`config.mk`:
```
export PLATFORM = sky130hd
export DESIGN_NAME = inst_encoder
export DESIGN_NICKNAME = d
export VERILOG_FILES = /design/src/rtl/inst_pkg.sv /design/src/rtl/inst_pack.sv /design/src/rtl/inst_encoder.sv
export SDC_FILE = /design/constraint.sdc
export NUM_CORES = 1
export LEC_CHECK = 0
export CAP_MARGIN = 15
export CORE_ASPECT_RATIO = 0.7
export CORE_UTILIZATION = 54
export CTS_BUF_LIST = sky130_fd_sc_hd__clkbuf_4 sky130_fd_sc_hd__clkbuf_8
export DETAILED_ROUTE_END_ITERATION = 10
export HOLD_SLACK_MARGIN = 0.08
export PLACE_DENSITY = 0.93
export SYNTH_ARGS = -nofsm -noshare
export SYNTH_HDL_FRONTEND = slang
export SYNTH_SLANG_ARGS = --single-unit
```
`constraint.sdc`:
```
create_clock -name clk -period 3.15 [get_ports clk]
set_input_delay 0.4725 -clock clk [delete_from_list [all_inputs] [get_ports clk]]
set_output_delay 0.4725 -clock clk [all_outputs]
set_load 0.005 [all_outputs]
```
`src/rtl/inst_pkg.sv`:
```
// Shared definitions for the RV32I instruction encoder.
// Holds the op-class enum seen on the request port, 7-bit base opcodes (also used
// by the immediate generator), the instruction format enum, the canonical NOP word,
// the request struct fed to the word packer and an immediate range helper.
package inst_pkg;

    typedef enum logic [3:0] {
        OP_LUI    = 4'd0,
        OP_AUIPC  = 4'd1,
        OP_JAL    = 4'd2,
        OP_JALR   = 4'd3,
        OP_BRANCH = 4'd4,
        OP_LOAD   = 4'd5,
        OP_STORE  = 4'd6,
        OP_OPIMM  = 4'd7,
        OP_OP     = 4'd8,
        OP_LI     = 4'd9
    } op_e;

    localparam logic [6:0] OPCODE_LUI    = 7'b0110111;
    localparam logic [6:0] OPCODE_AUIPC  = 7'b0010111;
    localparam logic [6:0] OPCODE_JAL    = 7'b1101111;
    localparam logic [6:0] OPCODE_JALR   = 7'b1100111;
    localparam logic [6:0] OPCODE_BRANCH = 7'b1100011;
    localparam logic [6:0] OPCODE_LOAD   = 7'b0000011;
    localparam logic [6:0] OPCODE_STORE  = 7'b0100011;
    localparam logic [6:0] OPCODE_OPIMM  = 7'b0010011;
    localparam logic [6:0] OPCODE_OP     = 7'b0110011;

    typedef enum logic [2:0] {
        FMT_I, FMT_S, FMT_B, FMT_U, FMT_J, FMT_R
    } fmt_e;

    localparam logic [31:0] NOP = 32'h0000_0013;  // addi x0,x0,0

    // shift=1 selects the shamt flavour of the I format (slli/srli/srai).
    typedef struct packed {
        fmt_e        fmt;
        logic [6:0]  opcode;
        logic [4:0]  rd;
        logic [4:0]  rs1;
        logic [4:0]  rs2;
        logic [2:0]  funct3;
        logic        alt;
        logic        shift;
        logic [31:0] imm;
    } pack_req_t;

    // True when the two's-complement value v lies outside [lo, hi].
    function automatic logic out_of_range(input logic [31:0] v, input int lo, input int hi);
        return ($signed(v) < lo) || ($signed(v) > hi);
    endfunction

endpackage

```
`src/rtl/inst_pack.sv`:
```
// Combinational instruction word packer.
// Scatters the immediate into the bit positions of the selected format and reports
// whether the immediate is representable (range and alignment) in that format.
// Ports:
//   req       in   pack_req_t  format, opcode, register/funct fields, byte immediate
//   word      out  32          assembled instruction word
//   range_err out  1           immediate not representable in this format
module inst_pack
    import inst_pkg::*;
(
    input  pack_req_t   req,
    output logic [31:0] word,
    output logic        range_err
);

    logic [31:0] imm;
    assign imm = req.imm;

    always_comb begin
        word      = '0;
        range_err = 1'b0;
        case (req.fmt)
            FMT_I: begin
                if (req.shift) begin
                    word      = {1'b0, req.alt, 5'b0, imm[4:0], req.rs1, req.funct3, req.rd, req.opcode};
                    range_err = (imm > 32'd31);
                end else begin
                    word      = {imm[11:0], req.rs1, req.funct3, req.rd, req.opcode};
                    range_err = out_of_range(imm, -2048, 2047);
                end
            end
            FMT_S: begin
                word      = {imm[11:5], req.rs2, req.rs1, req.funct3, imm[4:0], req.opcode};
                range_err = out_of_range(imm, -2048, 2047);
            end
            FMT_B: begin
                word      = {imm[12], imm[10:5], req.rs2, req.rs1, req.funct3, imm[4:1], imm[11], req.opcode};
                range_err = out_of_range(imm, -4096, 4094) || imm[0];
            end
            FMT_U: begin
                word      = {imm[31:12], req.rd, req.opcode};
                range_err = (imm[11:0] != 12'd0);
            end
            FMT_J: begin
                word      = {imm[20], imm[10:1], imm[11], imm[19:12], req.rd, req.opcode};
                range_err = out_of_range(imm, -1048576, 1048574) || imm[0];
            end
            FMT_R: begin
                word      = {1'b0, req.alt, 5'b0, req.rs2, req.rs1, req.funct3, req.rd, req.opcode};
            end
            default: begin
                word      = '0;
                range_err = 1'b1;
            end
        endcase
    end

endmodule

```
`src/rtl/inst_encoder.sv`:
```
// RV32I instruction encoder: turns decoded fields into instruction words for the
// instruction memory write port, and expands LI into LUI+ADDI when needed.
// Ports:
//   clk, rst_n                 clock (rising edge), async active-low reset
//   in_valid/in_ready          request handshake
//   in_op, in_rd, in_rs1, in_rs2, in_funct3, in_alt, in_imm   decoded request fields
//   out_valid/out_ready        word handshake (single registered output stage)
//   out_inst                   encoded word (ERR_INST on error)
//   out_err                    request was illegal or its immediate unrepresentable
//   out_last                   final word of the request (0 only on the LUI half of LI)
module inst_encoder
    import inst_pkg::*;
#(
    parameter bit          CHECK_RANGE = 1'b1,
    parameter logic [31:0] ERR_INST    = NOP
) (
    input  logic        clk,
    input  logic        rst_n,
    input  logic        in_valid,
    output logic        in_ready,
    input  logic [3:0]  in_op,
    input  logic [4:0]  in_rd,
    input  logic [4:0]  in_rs1,
    input  logic [4:0]  in_rs2,
    input  logic [2:0]  in_funct3,
    input  logic        in_alt,
    input  logic [31:0] in_imm,
    output logic        out_valid,
    input  logic        out_ready,
    output logic [31:0] out_inst,
    output logic        out_err,
    output logic        out_last
);

    typedef enum logic {IDLE, LI2} state_e;

    state_e      state, state_nx;
    pack_req_t   req;
    logic [31:0] word;
    logic        range_err;
    logic        op_bad, br_f3_bad, err;
    logic        accept, li_small, li_two, load_li2;
    logic [19:0] li_hi;
    logic [4:0]  li_rd;
    logic [11:0] li_lo;

    assign in_ready = (state == IDLE) && (!out_valid || out_ready);
    assign accept   = in_valid && in_ready;

    // LI split: ADDI sign-extends lo, so hi is rounded up by 0x800 to compensate.
    assign li_small = !out_of_range(in_imm, -2048, 2047);
    assign li_hi    = 20'((in_imm + 32'h800) >> 12);
    assign li_two   = (in_op == OP_LI) && !li_small && (in_imm[11:0] != 12'd0);

    assign br_f3_bad = (in_op == OP_BRANCH) && (in_funct3[2:1] == 2'b01);

    // Packer input: the ADDI half while in LI2, otherwise the incoming request.
    always_comb begin
        req        = '0;
        req.rd     = in_rd;
        req.rs1    = in_rs1;
        req.rs2    = in_rs2;
        req.funct3 = in_funct3;
        req.imm    = in_imm;
        req.fmt    = FMT_I;
        op_bad     = 1'b0;
        if (state == LI2) begin
            req.opcode = OPCODE_OPIMM;
            req.rd     = li_rd;
            req.rs1    = li_rd;
            req.funct3 = 3'd0;
            req.imm    = {{20{li_lo[11]}}, li_lo};
        end else begin
            case (in_op)
                OP_LUI:    begin req.fmt = FMT_U; req.opcode = OPCODE_LUI;    end
                OP_AUIPC:  begin req.fmt = FMT_U; req.opcode = OPCODE_AUIPC;  end
                OP_JAL:    begin req.fmt = FMT_J; req.opcode = OPCODE_JAL;    end
                OP_JALR:   begin req.fmt = FMT_I; req.opcode = OPCODE_JALR;   end
                OP_BRANCH: begin req.fmt = FMT_B; req.opcode = OPCODE_BRANCH; end
                OP_LOAD:   begin req.fmt = FMT_I; req.opcode = OPCODE_LOAD;   end
                OP_STORE:  begin req.fmt = FMT_S; req.opcode = OPCODE_STORE;  end
                OP_OPIMM: begin
                    req.fmt    = FMT_I;
                    req.opcode = OPCODE_OPIMM;
                    req.shift  = (in_funct3[1:0] == 2'b01);
                    req.alt    = in_alt && (in_funct3 == 3'b101);
                end
                OP_OP: begin
                    req.fmt    = FMT_R;
                    req.opcode = OPCODE_OP;
                    req.alt    = in_alt;
                end
                OP_LI: begin
                    req.funct3 = 3'd0;
                    if (li_small) begin
                        req.opcode = OPCODE_OPIMM;
                        req.rs1    = 5'd0;
                    end else begin
                        req.fmt    = FMT_U;
                        req.opcode = OPCODE_LUI;
                        req.imm    = {li_hi, 12'd0};
                    end
                end
                default: op_bad = 1'b1;
            endcase
        end
    end

    inst_pack u_pack (
        .req       (req),
        .word      (word),
        .range_err (range_err)
    );

    assign err = op_bad || (CHECK_RANGE && (range_err || br_f3_bad));

    // out_valid is always 1 in LI2 (the LUI half is on the output), so
    // out_ready alone marks its handshake.
    assign load_li2 = (state == LI2) && out_ready;

    always_comb begin
        state_nx = state;
        case (state)
            IDLE:    if (accept && li_two) state_nx = LI2;
            LI2:     if (out_ready)        state_nx = IDLE;
            default: state_nx = IDLE;
        endcase
    end

    always_ff @(posedge clk or negedge rst_n) begin
        if (!rst_n) begin
            state     <= IDLE;
            out_valid <= 1'b0;
            out_inst  <= '0;
            out_err   <= 1'b0;
            out_last  <= 1'b0;
            li_rd     <= '0;
            li_lo     <= '0;
        end else begin
            state <= state_nx;
            if (accept) begin
                out_valid <= 1'b1;
                out_inst  <= err ? ERR_INST : word;
                out_err   <= err;
                out_last  <= err || !li_two;
                li_rd     <= in_rd;
                li_lo     <= in_imm[11:0];
            end else if (load_li2) begin
                out_valid <= 1'b1;
                out_inst  <= word;
                out_err   <= 1'b0;
                out_last  <= 1'b1;
            end else if (out_ready) begin
                out_valid <= 1'b0;
            end
        end
    end

endmodule

```
==> results of run 1 <==
## cells in the mapped netlist, types with 12 or more instances
library cell,count,area (um2)
sky130_fd_sc_hd__buf_2,12,60.1
sky130_fd_sc_hd__dfrtp_1,52,1300
sky130_fd_sc_hd__nand4_1,17,106
sky130_fd_sc_hd__o21ai_1,18,90.1
sky130_fd_sc_hd__nor2_1,61,229
sky130_fd_sc_hd__mux2i_1,19,190
sky130_fd_sc_hd__a22oi_1,12,90.1
sky130_fd_sc_hd__a31oi_1,15,93.8
sky130_fd_sc_hd__o21ai_0,28,140
sky130_fd_sc_hd__clkbuf_1,30,113
sky130_fd_sc_hd__nand2_1,107,402
sky130_fd_sc_hd__a21oi_1,38,190
sky130_fd_sc_hd__nand3_1,15,75.1
## per-stage QoR
stage               util (%)  setup TNS, ps  hold WS, ps  area, um2
floorplan                  -           -905          177       4720
global placement        83.0         -26450          453       6650
detailed placement      83.0         -32840          479       6650
CTS                     95.9           -647          222       7680
## routing by layer
metal / GRT usage [%] / GRT overflow
met3: 63.9 / 0
met5: 26.7 / 0
met4: 89.5 / 61
met1: 80.9 / 3
met2: 104 / 115
## cells by family after synthesis
family	count (synthesis)	synth area share [%]
simple gates	285	30.9
compound gates	186	28.0
buf+inv	55	5.15
flops	52	28.6
mux	25	5.67
xor+xnor	7	1.35
fa+ha+maj	1	0.275
## what timing repair did
action,CTS
pin swaps,41
setup buffers,48
cloned,4
resized for setup,192
setup endpoints to repair,31
==> qor.txt, run 1 <==
Run status: stopped before the end
Stopped at: global routing
First logged error message: [ERROR GRT-0116] Global routing finished with congestion. Check the congestion regions in the DRC Viewer.
Number of distinct library cells after synthesis: 76
H-tree lvl count: 2
Pin count of the biggest net entering global routing: 33
Number of buffers added by the clock tree synthesis step: 5
Synth Net Count: 671
Clk sinks: 52
Global router's overall resource usage: 83.0%
Post-detailed-placement half-perimeter wirelength: 15,900 um
Gate Count Post-Synth: 611
Number of global-route vias before repair: 9,116
Placement Setup Slack: -1130 ps
Residual overflow from global routing: 179
Synthesized area per cell: 7.44 um2
Fraction of registers with async set/reset: 100%
Number of enable flip-flop cells after synthesis: 0
Effective utilization at floorplan: 56.7%
Cell area after synthesis: 4540 um2
Placed Instances: 903
I/O pin cnt: 95
Wire length of the first global-routing pass: 54,800 um
Yosys warning total: 0
Root Driver: sky130_fd_sc_hd__clkbuf_8
Number of register bits inferred by synthesis: 52
Die extent in x: 112 um
Floorplan row count: 27
Sequential share of the synthesized area: 28.6%
Port bufs: 94
Number of buffers on the longest clock path: 2
Quantity of hold-fixing buffers added after cts: 0
Global placement routability congestion: 1.14
Ys flop type: sky130_fd_sc_hd__dfrtp_1
Chip height: 78.7 um
==> run 2: changes to the inputs <==
==> config.mk (replaced) <==
export PLATFORM = sky130hd
export DESIGN_NAME = inst_encoder
export DESIGN_NICKNAME = d
export VERILOG_FILES = /design/src/rtl/inst_pkg.sv /design/src/rtl/inst_pack.sv /design/src/rtl/inst_encoder.sv
export SDC_FILE = /design/constraint.sdc
export NUM_CORES = 1
export LEC_CHECK = 0
export CAP_MARGIN = 15
export CORE_UTILIZATION = 40
export DETAILED_ROUTE_END_ITERATION = 10
export PLACE_DENSITY_LB_ADDON = 0.15
export SYNTH_ARGS = -nofsm -noshare
export SYNTH_HDL_FRONTEND = slang
export SYNTH_SLANG_ARGS = --single-unit
==> qor.txt, run 2 <==
Largest registers: out_inst: 31 flops, li_lo: 12 flops, li_rd: 5 flops
RSZ-0062 raised after global routing: true
Hold Path Class: input pin to asynchronous set/reset pin
M2 GR Usage: 55.3%
Post-layout min period: 3250 ps
Ranking of synthesized cells by instance count: sky130_fd_sc_hd__nand2_1, sky130_fd_sc_hd__nor2_1, sky130_fd_sc_hd__dfrtp_1
Yosys warning total: 0
Fraction of registers with async set/reset: 100%
Die extent in x: 109 um
H-tree lvl count: 2
Antenna violation net count after detailed routing: 0
Run status: finished, violations left
Global router's overall resource usage: 36.0%
Clock Latency Late Sink: 290 ps
Total inserted antenna cells: 0
Power per unit of standard cell area: 281 nW/um2
# nets final: 931
Top register by number of flip-flops: out_inst
Floorplan row count: 38
Number of hold violations in the final report: 0
Endpoint type of the worst setup path: register
Final WS setup: -103 ps
Worst endpoint data arrival time: 3450 ps
Vias per inst: 6.15
Number of register bits inferred by synthesis: 52
Critical Path Start Type: input pin
Synthesized area per cell: 7.44 um2
Most common library cell in the layout ignoring fill and taps: sky130_fd_sc_hd__buf_4
Initial antenna violation count: 0
Clk sinks: 52
Violated checks: negative setup slack
Detailed-route wire length per cell: 21.0 um
Placed Instances: 956
Number of global-route vias before repair: 5,969
Core occupancy in the finished layout: 72.5%
Final count of pins violating max slew: 0
Met1 Resource Use GR: 50.8%
Area delta synth->final: 74.6%
First DRT Iteration DRCs: 542
Worst endpoint required time: 3350 ps
Global placement routability congestion: 0.958
Final instance count without filler cells: 1,012
Post-route clock skew: 5.36 ps
Number of enable flip-flop cells after synthesis: 0
Number of buffers on the longest clock path: 2
Leading cell types in the layout, fill and taps excluded: sky130_fd_sc_hd__buf_4, sky130_fd_sc_hd__nand2_1, sky130_fd_sc_hd__clkdlybuf4s50_1, sky130_fd_sc_hd__nor2_1, sky130_fd_sc_hd__dfrtp_1
Worst IR Drop VDD: 0.278 mV
Synth Net Count: 671
Area share of the leading cell type in the synthesized netlist: 28.6%
Gate Count Post-Synth: 611
Ys flop type: sky130_fd_sc_hd__dfrtp_1
Count of endpoints failing setup in the final report: 31
Pin count of the biggest net entering global routing: 53
Worst Tran Pin Value: 547 ps
I/O pin cnt: 95
Post-detailed-placement half-perimeter wirelength: 15,500 um
Number of distinct library cells after synthesis: 76
Leakage power: 3.36 nW
Timing-limited maximum frequency: 307 MHz
Crit-path max FO: 7
Rel. slew slack: 63.6%
Global routing usage on met3: 6.57%
Effective utilization at floorplan: 41.5%
WHS: 97.2 ps
Cell type contributing the most total cell area after synthesis: sky130_fd_sc_hd__dfrtp_1
Overall via count from detail_route: 6,224
Post-route DRC violation count: 0
Sequential share of the synthesized area: 28.6%
Port bufs: 94
Residual overflow from global routing: 0
Crit share post-route: 103%
Quantity of hold-fixing buffers added after cts: 0
Placement Setup Slack: -977 ps
Number of buffers added by the clock tree synthesis step: 5
Clock Pin Slew Worst Setup and Hold Paths: 70 ps
Chip height: 109 um
TritonCTS clock tree: built
Die Area: 11,800 um2
Floorplan core area: 10,900 um2
Wire length of the first global-routing pass: 32,000 um
Fraction of layout instances using a drive strength above 1: 38.9%
Largest register FFs: 31
Synth top area cells: sky130_fd_sc_hd__dfrtp_1, sky130_fd_sc_hd__nand2_1, sky130_fd_sc_hd__nor2_1
Critical path type: input pin to register
Cell area after synthesis: 4540 um2
Reg2Reg Depth: 12
Peak-usage layer in the global routing report: met2
Post-detailed-routing wire length: 21,300 um
Number of max-cap violations: 0
Root Driver: sky130_fd_sc_hd__clkbuf_16
Most common cell in the netlist: sky130_fd_sc_hd__nand2_1
First-pass iteration count of the detailed router: 6
==> run 2: logic make-up after synthesis <==
| kind of cell | share of synthesized area (%) |
|---|---|
| flops | 28.6 |
| mux | 5.67 |
| fa+ha+maj | 0.275 |
| xor+xnor | 1.35 |
| simple gates | 30.9 |
| buf+inv | 5.15 |
| compound gates | 28.0 |
==> run 2: final timing paths <==
kind	end	from	slack [ps]
min in group clk	li_lo[2]	li_lo[2]	480
max	out_inst[24]	in_imm[23]	-100
min reg2reg	li_lo[2]	li_lo[2]	480
max in group asynchronous	state	rst_n	2210
max reg2reg	out_inst[24]	state	180
min	out_inst[14]	rst_n	100
==> run 2: layout make-up <==
cell class | count | area (um2)
clock buffers | 7 | 143
clock inverters | 1 | 7.51
fillers | 894 | 3000
inverters | 7 | 26.3
multi-input cells | 504 | 3640
flip-flops and latches | 52 | 1300
well taps | 140 | 175
repair buffers | 301 | 2640
==> run 2: what timing repair did <==
item                                    in CTS  in global routing
gates resized for setup                    170                 74
pin swaps                                   33                 33
gates cloned                                 1                  0
buffers inserted                            33                 16
endpoints found under the setup margin      31                 31
==> run 2: power breakdown <==
part / switching [mW] / leakage, nW / total (mW) / internal (mW)
sequential: 0.0593 / 0.668 / 0.797 / 0.738
combinational: 0.448 / 2.63 / 0.871 / 0.423
clock: 0.244 / 0.0701 / 0.561 / 0.317
==> run 2: per-layer routing <==
layer / vias up / wire [um]
met5: - / 0
met4: 0 / 602
met3: 47 / 1990
met2: 343 / 9600
met1: 3021 / 9100
li1: 2813 / -
==> run 2: through the flow <==
stage               setup TNS [ps]  area, um2  power (mW)
floorplan                     -905       4720        1.12
global placement            -27350       6830        1.54
detailed placement          -28410       6830        1.55
CTS                           -703       7560        2.16
global route                 -5360       7930        2.33
finish                       -2130       7930        2.23
==> run 2: worst max-delay path, stage by stage <==
cell and delay [ps]:
sky130_fd_sc_hd__buf_8 100, sky130_fd_sc_hd__buf_6 110, sky130_fd_sc_hd__nand3_4 100, sky130_fd_sc_hd__nor4_4 50
sky130_fd_sc_hd__buf_4 130, sky130_fd_sc_hd__bufbuf_16 250, sky130_fd_sc_hd__buf_4 150, sky130_fd_sc_hd__a2111oi_4 350
sky130_fd_sc_hd__xnor2_2 180, sky130_fd_sc_hd__nor4b_4 310, sky130_fd_sc_hd__a31oi_4 170, sky130_fd_sc_hd__nor4b_2 290
sky130_fd_sc_hd__o22a_2 230, sky130_fd_sc_hd__buf_4 130, sky130_fd_sc_hd__a41oi_4 160, sky130_fd_sc_hd__a311oi_1 230
Note: power is estimated with default switching activity, not from simulation.
